`src/rtl/sti_feeder.sv`:
```
// Command feeder: fetches 22-bit command words from memory and hands each one
// to the serial transmitter, then raises pi_end for the pixel arranger.
module sti_feeder (
  input  logic        clk,
  input  logic        reset,
  input  logic        start,
  output logic [7:0]  cmd_addr,
  output logic        cmd_rd,
  input  logic [21:0] cmd_rdata,
  output logic        load,
  output logic        pi_low,
  output logic        pi_msb,
  output logic        pi_fill,
  output logic        pi_end,
  output logic [1:0]  pi_length,
  output logic [15:0] pi_data,
  input  logic        so_valid,
  input  logic        pixel_finish,
  output logic        busy,
  output logic        done,
  output logic        err,
  output logic [8:0]  cmd_count
);

  typedef enum logic [2:0] {
    S_IDLE, S_FETCH, S_CAPTURE, S_LOAD, S_WAIT_START, S_WAIT_END, S_END, S_DONE
  } state_t;

  state_t      state_q, state_d;
  logic [7:0]  cmd_addr_q, cmd_addr_d;
  logic [8:0]  cmd_count_q, cmd_count_d;
  logic [15:0] pi_data_q, pi_data_d;
  logic [1:0]  pi_length_q, pi_length_d;
  logic        pi_fill_q, pi_fill_d;
  logic        pi_msb_q, pi_msb_d;
  logic        pi_low_q, pi_low_d;
  logic        last_q, last_d;
  logic [2:0]  timeout_q, timeout_d;
  logic        cmd_rd_q, cmd_rd_d;
  logic        load_q, load_d;
  logic        pi_end_q, pi_end_d;
  logic        busy_q, busy_d;
  logic        done_q, done_d;
  logic        err_q, err_d;

  always_comb begin
    state_d     = state_q;
    cmd_addr_d  = cmd_addr_q;
    cmd_count_d = cmd_count_q;
    pi_data_d   = pi_data_q;
    pi_length_d = pi_length_q;
    pi_fill_d   = pi_fill_q;
    pi_msb_d    = pi_msb_q;
    pi_low_d    = pi_low_q;
    last_d      = last_q;
    timeout_d   = timeout_q;
    err_d       = err_q;

    case (state_q)
      S_IDLE, S_DONE: begin
        if (start) begin
          state_d     = S_FETCH;
          cmd_addr_d  = 8'd0;
          cmd_count_d = 9'd0;
          err_d       = 1'b0;
        end
      end
      S_FETCH: state_d = S_CAPTURE;
      S_CAPTURE: begin
        last_d      = cmd_rdata[21];
        pi_low_d    = cmd_rdata[20];
        pi_msb_d    = cmd_rdata[19];
        pi_fill_d   = cmd_rdata[18];
        pi_length_d = cmd_rdata[17:16];
        pi_data_d   = cmd_rdata[15:0];
        state_d     = S_LOAD;
      end
      S_LOAD: begin
        timeout_d = 3'd0;
        state_d   = S_WAIT_START;
      end
      S_WAIT_START: begin
        if (so_valid) begin
          state_d = S_WAIT_END;
        end else if (timeout_q == 3'd7) begin
          state_d = S_DONE;
          err_d   = 1'b1;
        end else begin
          timeout_d = timeout_q + 3'd1;
        end
      end
      S_WAIT_END: begin
        if (!so_valid) begin
          cmd_count_d = cmd_count_q + 9'd1;
          // Address 255 ends the run so the address never wraps.
          if (last_q || cmd_addr_q == 8'd255) begin
            state_d = S_END;
          end else begin
            cmd_addr_d = cmd_addr_q + 8'd1;
            state_d    = S_FETCH;
          end
        end
      end
      S_END: begin
        if (pixel_finish) state_d = S_DONE;
      end
      default: state_d = S_IDLE;
    endcase

    // Strobes and status are registered copies decoded from the next state.
    cmd_rd_d = (state_d == S_FETCH);
    load_d   = (state_d == S_LOAD);
    pi_end_d = (state_d == S_END);
    done_d   = (state_d == S_DONE);
    busy_d   = (state_d != S_IDLE) && (state_d != S_DONE);
  end

  always_ff @(posedge clk) begin
    if (!reset) begin
      state_q     <= S_IDLE;
      cmd_addr_q  <= 8'd0;
      cmd_count_q <= 9'd0;
      pi_data_q   <= 16'd0;
      pi_length_q <= 2'd0;
      pi_fill_q   <= 1'b0;
      pi_msb_q    <= 1'b0;
      pi_low_q    <= 1'b0;
      last_q      <= 1'b0;
      timeout_q   <= 3'd0;
      cmd_rd_q    <= 1'b0;
      load_q      <= 1'b0;
      pi_end_q    <= 1'b0;
      busy_q      <= 1'b0;
      done_q      <= 1'b0;
      err_q       <= 1'b0;
    end else begin
      state_q     <= state_d;
      cmd_addr_q  <= cmd_addr_d;
      cmd_count_q <= cmd_count_d;
      pi_data_q   <= pi_data_d;
      pi_length_q <= pi_length_d;
      pi_fill_q   <= pi_fill_d;
      pi_msb_q    <= pi_msb_d;
      pi_low_q    <= pi_low_d;
      last_q      <= last_d;
      timeout_q   <= timeout_d;
      cmd_rd_q    <= cmd_rd_d;
      load_q      <= load_d;
      pi_end_q    <= pi_end_d;
      busy_q      <= busy_d;
      done_q      <= done_d;
      err_q       <= err_d;
    end
  end

  assign cmd_addr  = cmd_addr_q;
  assign cmd_count = cmd_count_q;
  assign cmd_rd    = cmd_rd_q;
  assign load      = load_q;
  assign pi_end    = pi_end_q;
  assign pi_data   = pi_data_q;
  assign pi_length = pi_length_q;
  assign pi_fill   = pi_fill_q;
  assign pi_msb    = pi_msb_q;
  assign pi_low    = pi_low_q;
  assign busy      = busy_q;
  assign done      = done_q;
  assign err       = err_q;

endmodule

```
`config.mk`:
```
export PLATFORM = sky130hd
export DESIGN_NAME = sti_feeder
export DESIGN_NICKNAME = d
export VERILOG_FILES = /design/src/rtl/sti_feeder.sv
export SDC_FILE = /design/constraint.sdc
export NUM_CORES = 1
export LEC_CHECK = 0
export CORE_MARGIN = 2
export CORE_UTILIZATION = 45
export CTS_BUF_LIST = sky130_fd_sc_hd__clkbuf_2
export DETAILED_ROUTE_END_ITERATION = 6
export PLACE_DENSITY = 0.77
export SLEW_MARGIN = 40
export SYNTH_ARGS = -nofsm -noshare
export SYNTH_HDL_FRONTEND = slang
export SYNTH_SLANG_ARGS = --single-unit
```
`constraint.sdc`:
```
create_clock -name clk -period 5.89 [get_ports clk]
set_input_delay 0.8835 -clock clk [delete_from_list [all_inputs] [get_ports clk]]
set_output_delay 0.8835 -clock clk [all_outputs]
set_load 0.1 [all_outputs]
```
-- Word-level counts from Yosys, hierarchy flattened
Index checks and enable logic that the tools add are counted.
- flip-flop bits (word level): 51
- output and inout bits: 44
- logic and storage cells: 72
- add/subtract/negate cells: 3
- equal/unequal tests: 20
- mux-type cells: 21
- reduce and logical (&&, ||, !) cells: 12
- operators by type and width (operator ; number):
    3-bit 2-to-1 mux ; 8
    8-bit 2-to-1 mux ; 3
    3-bit equality test, second input constant ; 7
    3-bit case mux with 7 select lines ; 1
    9-bit 2-to-1 mux ; 2
    9-bit case mux with 2 select lines ; 1
    8-bit case mux with 2 select lines ; 1
    2-bit inequality test, second input constant ; 6
    9-bit by 1-bit adder with 9-bit output, second input constant ; 1
    3-bit by 2-bit equality test with 1-bit output, second input constant ; 3
    8-bit by 1-bit adder with 8-bit output, second input constant ; 1
    8-bit equality test, second input constant ; 1
    4-bit AND reduction ; 2
    3-bit by 1-bit equality test with 1-bit output, second input constant ; 2
    3-bit case mux with 2 select lines ; 1
    3-bit AND reduction ; 2
    2-bit nonzero test ; 3
    3-bit by 1-bit adder with 3-bit output, second input constant ; 1
    3-bit logical NOT ; 1
    1-bit 2-to-1 mux ; 3
    3-bit inequality test, second input constant ; 1
    3-bit nonzero test ; 1
    1-bit case mux with 2 select lines ; 1
    2-bit OR reduction ; 1
    other kinds (2) ; 2

-- Longest topological paths before layout
Gate-level depths: netlist of the first run.
- word-level depth: 7
- mapped depth: 8
- gate-level depth less buffers: 7

-- Worst setup path after synthesis of the first run
OpenSTA, ideal clock, no wires.
- kind: register to register
- from: register cmd_addr_q[0], in the netlist cmd_addr[0]
- to: register cmd_addr_q[5], in the netlist cmd_addr[5]
- setup time: 0.071 ns
- data arrival time: 2.441 ns
- required time: 5.819 ns
- path slack: 3.379 ns
- stages on the path, launching flop included: 7
- path buffers: 0
- period minus slack after synthesis: 2.511 ns
- cells stage by stage: dfxtp_1 -> ha_1 -> and3_1 -> a2111oi_4 -> o21ba_2 -> or4b_1 -> a21oi_1
- word-level cells in the longest chain between the ends: 4
- elaborated cells on any way between the ends: 8
- ends and longest elaborated chain (item ; RTL line ; source):
    start, declared ; 30 ; logic [7:0] cmd_addr_q, cmd_addr_d;
    start signal, assigned ; 138 ; cmd_addr_q <= cmd_addr_d;
    8-bit by 1-bit adder with 8-bit output or 8-bit equality test (tied branches) ; 99, 96 ;
    8-bit 2-to-1 mux or 1-bit logical OR (tied branches) ; 96 ; if (last_q || cmd_addr_q == 8'd255) begin
    8-bit 2-to-1 mux or 2-bit inequality test (tied branches) ; -- ;
    8-bit case mux with 2 select lines or 4-bit AND reduction (tied branches) ; -- ;
Parallel ways exist; a longest one is shown, timed or not. The select of a mux whose other input is x is not followed.
A chain may end at the register's enable or synchronous reset.

-- Final worst setup path of the first run
- from: input port start
- to: register cmd_count_q[7], in the netlist cmd_count[7]
- word-level cells in the longest chain between the ends: 2
- ends and longest elaborated chain (item ; RTL line ; source):
    start, declared ; 6 ; input logic start,
    2-bit inequality test (no line) ; -- ;
    3-bit AND reduction (no line) ; -- ;
    end signal, assigned ; 139 ; cmd_count_q <= cmd_count_d;
    end, declared ; 31 ; logic [8:0] cmd_count_q, cmd_count_d;
Every way passes these cells.

==> results of run 1 <==
## synth_stat cells, drive strengths merged (3+ instances only)
master	n	area [sq um]
nand2	57	214.0
dfxtp	51	1021
a21oi	35	186.4
nor2	22	82.58
clkbuf	10	37.54
o21ai	8	40.04
inv	6	22.52
and3	5	31.28
buf	4	26.27
ha	4	50.05
mux2i	4	40.04
nand4	4	25.02
nor3	4	20.02
o2111ai	4	52.56
o21a	4	30.03
o31ai	4	30.03
or3	4	25.02
or4	4	30.03
nand2b	3	18.77
nand3	3	15.01
nand3b	3	22.52
xor2	3	26.28
## power breakdown
part | internal [mW] | leakage (nW) | switching, mW
registers | 0.361 | 0.413 | 0.0128
logic | 0.0483 | 0.687 | 0.147
clock network | 0.114 | 0.0492 | 0.114
total | 0.523 | 1.15 | 0.274
## through the flow
step	utilization, %	instance area, sq um	hold slack [ns]
finish	57.89	2900	0.4674
global route	57.89	2900	0.4938
CTS	57.77	2894	0.4729
detailed placement	55.92	2801	0.4446
global placement	60.31	3022	0.4404
floorplan	-	2297	0.4647
## per-layer routing
layer	global-route usage [%]	routed length (um)	part of all wire [%]
met5	0	0	0
met4	6.043	34	0.65
met3	5.423	417	8.0
met2	30.14	2383	46
met1	23.38	2382	46
## worst min path at each step
stage	slack, ns	cells past startpoint	end	start
6_report	0.47	2	pi_data[1]	pi_data[1]
5_1_grt	0.49	2	pi_length[1]	pi_length[1]
4_1_cts	0.47	2	pi_data[13]	pi_data[13]
3_5_place_dp	0.44	2	pi_data[13]	pi_data[13]
3_3_place_gp	0.44	2	pi_length[0]	pi_length[0]
2_1_floorplan	0.46	2	timeout_q[1]	timeout_q[1]
## cell usage in the layout, fill, tap and decap left out, drive strengths merged, types with 3 or more instances in the layout
master         synthesis  routed
dfxtp                 51      51
nor3                   4       4
and3                   5       5
mux2i                  4       4
clkdlybuf4s50          0      26
o21a                   4       4
xor2                   3       3
nand4                  4       4
nand3                  3       3
nand2                 57      57
nand2b                 3       3
or3                    4       4
o2111ai                4       4
ha                     4       4
nand3b                 3       3
buf                    4      45
nor2                  22      22
o21ai                  8       8
clkbuf                10       5
or4                    4       4
inv                    6       6
a21oi                 35      35
o31ai                  4       4
## cell families (layout without fill, tap and decap cells)
logic type / Yosys count / count (layout)
AOI/OAI and AO/OA: 68 / 68
xor gates and xnor gates: 3 / 3
adders and majority gates: 4 / 4
buffers and inverters: 20 / 85
DFF: 51 / 51
muxes: 5 / 5
and+or+nand+nor: 123 / 123
## cell type report
class                           instances  area share [%]
Sequential cell                        51           35.20
Multi-Input combinational cell        203           41.07
Tap cell                               70           3.020
Clock buffer                            5          0.8628
Inverter                                6          0.7765
Clock inverter                          3           2.330
Timing Repair Buffer                   71           16.74
## flip-flops by register name, indices dropped and copies added, names as in the netlist, 2 cells and up
name,flops
cmd_addr,8
cmd_count,9
pi_data,16
pi_length,2
state_q,3
timeout_q,3
## worst max-delay path: stages
cell and delay, ns:
clkdlybuf4s50_1 0.56, or3b_4 0.42, a21oi_4 0.26, o2111ai_4 0.18
or4_1 0.53, a21oi_1 0.14
==> metrics.csv, run 1 <==
metric,value,unit
RePlAce Congestion,0.8909,
Rows,26,
CTS Sinks,51,
"Setup violations, final",0,
ANT cells,0,
syn nets,305,
critical path class,in2reg,
dpl cells,400,
CP max FO,8,
NumNets Final,369,
IO Port Bufs,70,
DP Worst Slack,2.846,ns
Adder-Cell Fraction of Synth Area,2.179,%
status,"complete, no violations",
xor/xnor cell area share of the yosys netlist,1.144,%
Die Y,75.45,um
vias per cell,5.291,
final setup TNS,0,ns
sequential share of the synthesized area,44.44,%
Layout Cells excl Fill,409,
H-tree depth,2,
sequential cell area,1021,sq um
RSZ-0062 raised after global routing,no,
"EDFF count, synth",0,
Main synth FF type,dfxtp_1,
TritonCTS clock tree,done,
pin count of the biggest net entering global routing,34,
Final Hold Viols,0,
total die area,5693,sq um
initial antenna violation count,0,
initial core utilization,45.85,%
Worst Hold Class,reg2reg,
number of max-cap violations,0,
Lkg Pwr,1.149,nW
Initial DRC Count,108,
crit end category,flop,
unique cell type count in the Yosys netlist,48,
crit start category,input pin,
R2R Path Start,state_q[0],
Worst-Margin Slew,0.7159,ns
vias in the first global route,1883,
fmax,386.3,MHz
WL/cell,12.76,um
first-pass GRT wire length,8245,um
Boundary Pins,71,
Synth Area in Simple Gates,25.93,%
ANT nets after route,0,
Final WS setup,3.302,ns
Mapped Cells,274,
worst reg2reg path depth,5,
largest family of logic cells by synthesized area,simple AND/OR/NAND/NOR gates,
CP arrival,2.97,ns
clk_lat worst skew,0.44,ns
Compound-Gate Fraction of Synth Area,20.32,%
post_cts resized,0,
pwr/cell area,274.6,nW/um^2
Critical Path Source,start,
DP HPWL,3732,um
synthesized area per cell,8.384,sq um
fin. max-slew vios,0,
DRT Pass-1 Iters,4,
period utilisation layout,43.95,%
Worst Skew,0.01470,ns
Die Wd,75.45,um
postcts setup bufs,0,
Clock Root Buffer,clkbuf_2,
routed wire length,5217,um
vias,2164,
GRT overflow,0,
#FFs+latches synth,51,
CTS Hold Bufs,0,
layout cell share with drive strength beyond 1,19.17,%
Max rail drop VDD,0.1671,mV
total power,0.7965,mW
Post-Syn Area,2297,sq um
Fillers,480,
R2R Setup Slk,3.61,ns
area delta synth->final,26.25,%
Rel. slew slack,52.16,%
residual DRC count,0,
Core Region,5010,sq um
Async SR Flop Fraction,0,%
Num CTS Buffers,5,
Final min period,2.588,ns
Critical Path End,cmd_count[7],
mux contribution to synthesized area,2.233,%
area taken by multi-input logic gates,1191,sq um
CTS max path bufs,2,
Ys Warns,0,
Clock transition at path regs,0.25,ns
WP data required,6.27,ns
GRT Total Usage,18.42,%
Worst R2R End,cmd_addr[2],
Power figures use the tool's default switching activity.
==> inputs of run 2 (changes only) <==
clock period = 2.4 ns   (was 5.89 ns; I/O delays follow)
==> metrics.csv, run 2 (synthesized netlist as in run 1, its figures left out) <==
metric,value,unit,change
vias,2235,,+3.3%
Boundary Pins,71,,unchanged
WL/cell,13.33,um,+4.5%
CP max stage cell,or4_1,,
fmax,450.3,MHz,
GRT Total Usage,20.61,%,+2.2 points
Core Region,5010,sq um,unchanged
Die Wd,75.45,um,unchanged
"commonest non-fill, non-tap cell in the layout",nand2_1,,
RePlAce Congestion,0.9077,,+1.9%
Worst-Margin Slew,0.7329,ns,+0.01693 ns
Layout Cells excl Fill,421,,+2.9%
H-tree depth,2,,unchanged
status,"complete, no violations",,
fin area,3085,sq um,+6.4%
crit start category,flop,,
Rel. slew slack,51.02,%,-1.1 points
hold path startpoint,cmd_rdata[19],,
vias per cell,5.309,,+0.34%
postcts setup bufs,0,,unchanged
Lkg Pwr,1.203,nW,+4.7%
initial core utilization,45.85,%,unchanged
Finished Core Util,61.59,%,+3.7 points
placed instance area,3004,sq um,+7.2%
fin. max-slew vios,0,,unchanged
ANT cells,0,,unchanged
Crit path depth,6,,unchanged
layout cell share with drive strength beyond 1,21.94,%,+2.8 points
CP top delay family,simple AND/OR/NAND/NOR gates,,
critical path class,reg2reg,,
initial antenna violation count,0,,unchanged
crit end category,flop,,
CTS max path bufs,2,,unchanged
pin count of the biggest net entering global routing,23,,-32%
Critical Path Source,cmd_addr[0],,
WP data required,2.81,ns,-3.46 ns
Final min period,2.221,ns,
crit-path cells,ha_1 > and3_1 > a2111oi_4 > nor2_1 > or4_1 > a21oi_1,,
DP HPWL,4100,um,+9.9%
CP max stage delay,0.51,ns,-0.05 ns
total die area,5693,sq um,unchanged
RSZ-0062 raised after global routing,no,,
CP max FO,7,,-1
Worst Hold Class,in2reg,,
most frequent cells in the layout,"57 x nand2_1, 56 x buf_4, 49 x dfxtp_1, 34 x a21oi_1, 26 x clkdlybuf4s50_1",,
Final Hold Viols,0,,unchanged
pwr/cell area,616.2,nW/um^2,+120%
final setup TNS,0,ns,unchanged
NumNets Final,381,,+3.3%
WP buf/inv,0,,-1
ANT nets after route,0,,unchanged
GRT overflow,0,,unchanged
number of max-cap violations,0,,unchanged
first-pass GRT wire length,9025,um,+9.5%
area delta synth->final,34.31,%,
R2R Setup Slk,0.18,ns,-3.43 ns
Die Y,75.45,um,unchanged
period utilisation layout,92.54,%,
max FFs per register,16,,unchanged
TritonCTS clock tree,done,,
Critical Path End,cmd_addr[4],,
CP arrival,2.63,ns,-0.34 ns
IO Port Bufs,70,,unchanged
DRT Pass-1 Iters,4,,unchanged
Initial DRC Count,104,,-3.7%
residual DRC count,0,,unchanged
"Setup violations, final",0,,unchanged
R2R Path Start,cmd_addr[0],,
Num CTS Buffers,5,,unchanged
Worst Skew,0.02778,ns,+0.01308 ns
CTS Sinks,51,,unchanged
Worst R2R End,cmd_addr[4],,
clk_lat worst skew,0.45,ns,about the same
worst reg2reg path depth,6,,+1
Clock transition at path regs,0.27,ns,+0.02 ns
Max rail drop VDD,0.4140,mV,+150%
vias in the first global route,2057,,+9.2%
Rows,26,,unchanged
dpl cells,412,,+3.0%
routed wire length,5613,um,+7.6%
Clock Root Buffer,clkbuf_2,,
==> run 2: cell types whose count changed in the layout (fill, tap and decap cells not counted), sizes merged <==
cell      before  now
clkinv         0    2
buf           45   57
bufinv         2    1
clkinvlp       1    0
==> run 2: final cells by class <==
cell class	instances	area (sq um)
well taps	70	87.58
flip-flops and latches	51	1023
multi-input cells	203	1191
inverters	6	22.52
fillers	447	1924
repair buffers	83	691.9
clock inverters	3	43.79
clock buffers	5	25.02
==> run 2: worst min-delay path by stage <==
stage / to / slack, ns / cells after the start
4_1_cts: pi_data[3] / 0.38 / 3
6_report: pi_msb / 0.40 / 3
3_5_place_dp: pi_low / 0.45 / 2
2_1_floorplan: timeout_q[1] / 0.46 / 2
5_1_grt: pi_data[15] / 0.37 / 3
3_3_place_gp: pi_data[5] / 0.44 / 2
==> run 2: layer usage <==
metal | track usage, % | wire [um] | up-vias
met4 | 8.577 | 68 | 0
met2 | 34.11 | 2625 | 91
li1 | - | - | 1114
met5 | 0 | 0 | -
met1 | 24.73 | 2429 | 1024
met3 | 6.614 | 489 | 6
==> run 2: tightest hold or removal path, stage by stage <==
cell	delay [ns]
clkdlybuf4s50_1	0.39
nand2_1	0.05
a21oi_1	0.05
==> run 2: what timing repair did <==
item                                   CTS  global route
setup endpoints to repair                0             1
endpoints found under the hold margin    0             0
hold buffers                             0             0
resized for setup                        0             1
==> run 2: stage by stage <==
step                      hold WS (ns)  setup WS, ns  total power [mW]
after floorplan                 0.4647       0.07104             1.300
after global placement          0.4423       0.06558             1.447
after detailed placement        0.4478       0.03770             1.451
after CTS                       0.3751        0.2009             1.907
after global routing            0.3688       0.03234             1.982
final                           0.4010        0.1792             1.901
==> run 2: where the power goes <==
group          total, mW  internal [mW]  switching [mW]
combinational      0.531          0.155           0.377
sequential         0.909          0.885          0.0235
clock              0.461          0.176           0.285
total               1.90           1.22           0.685
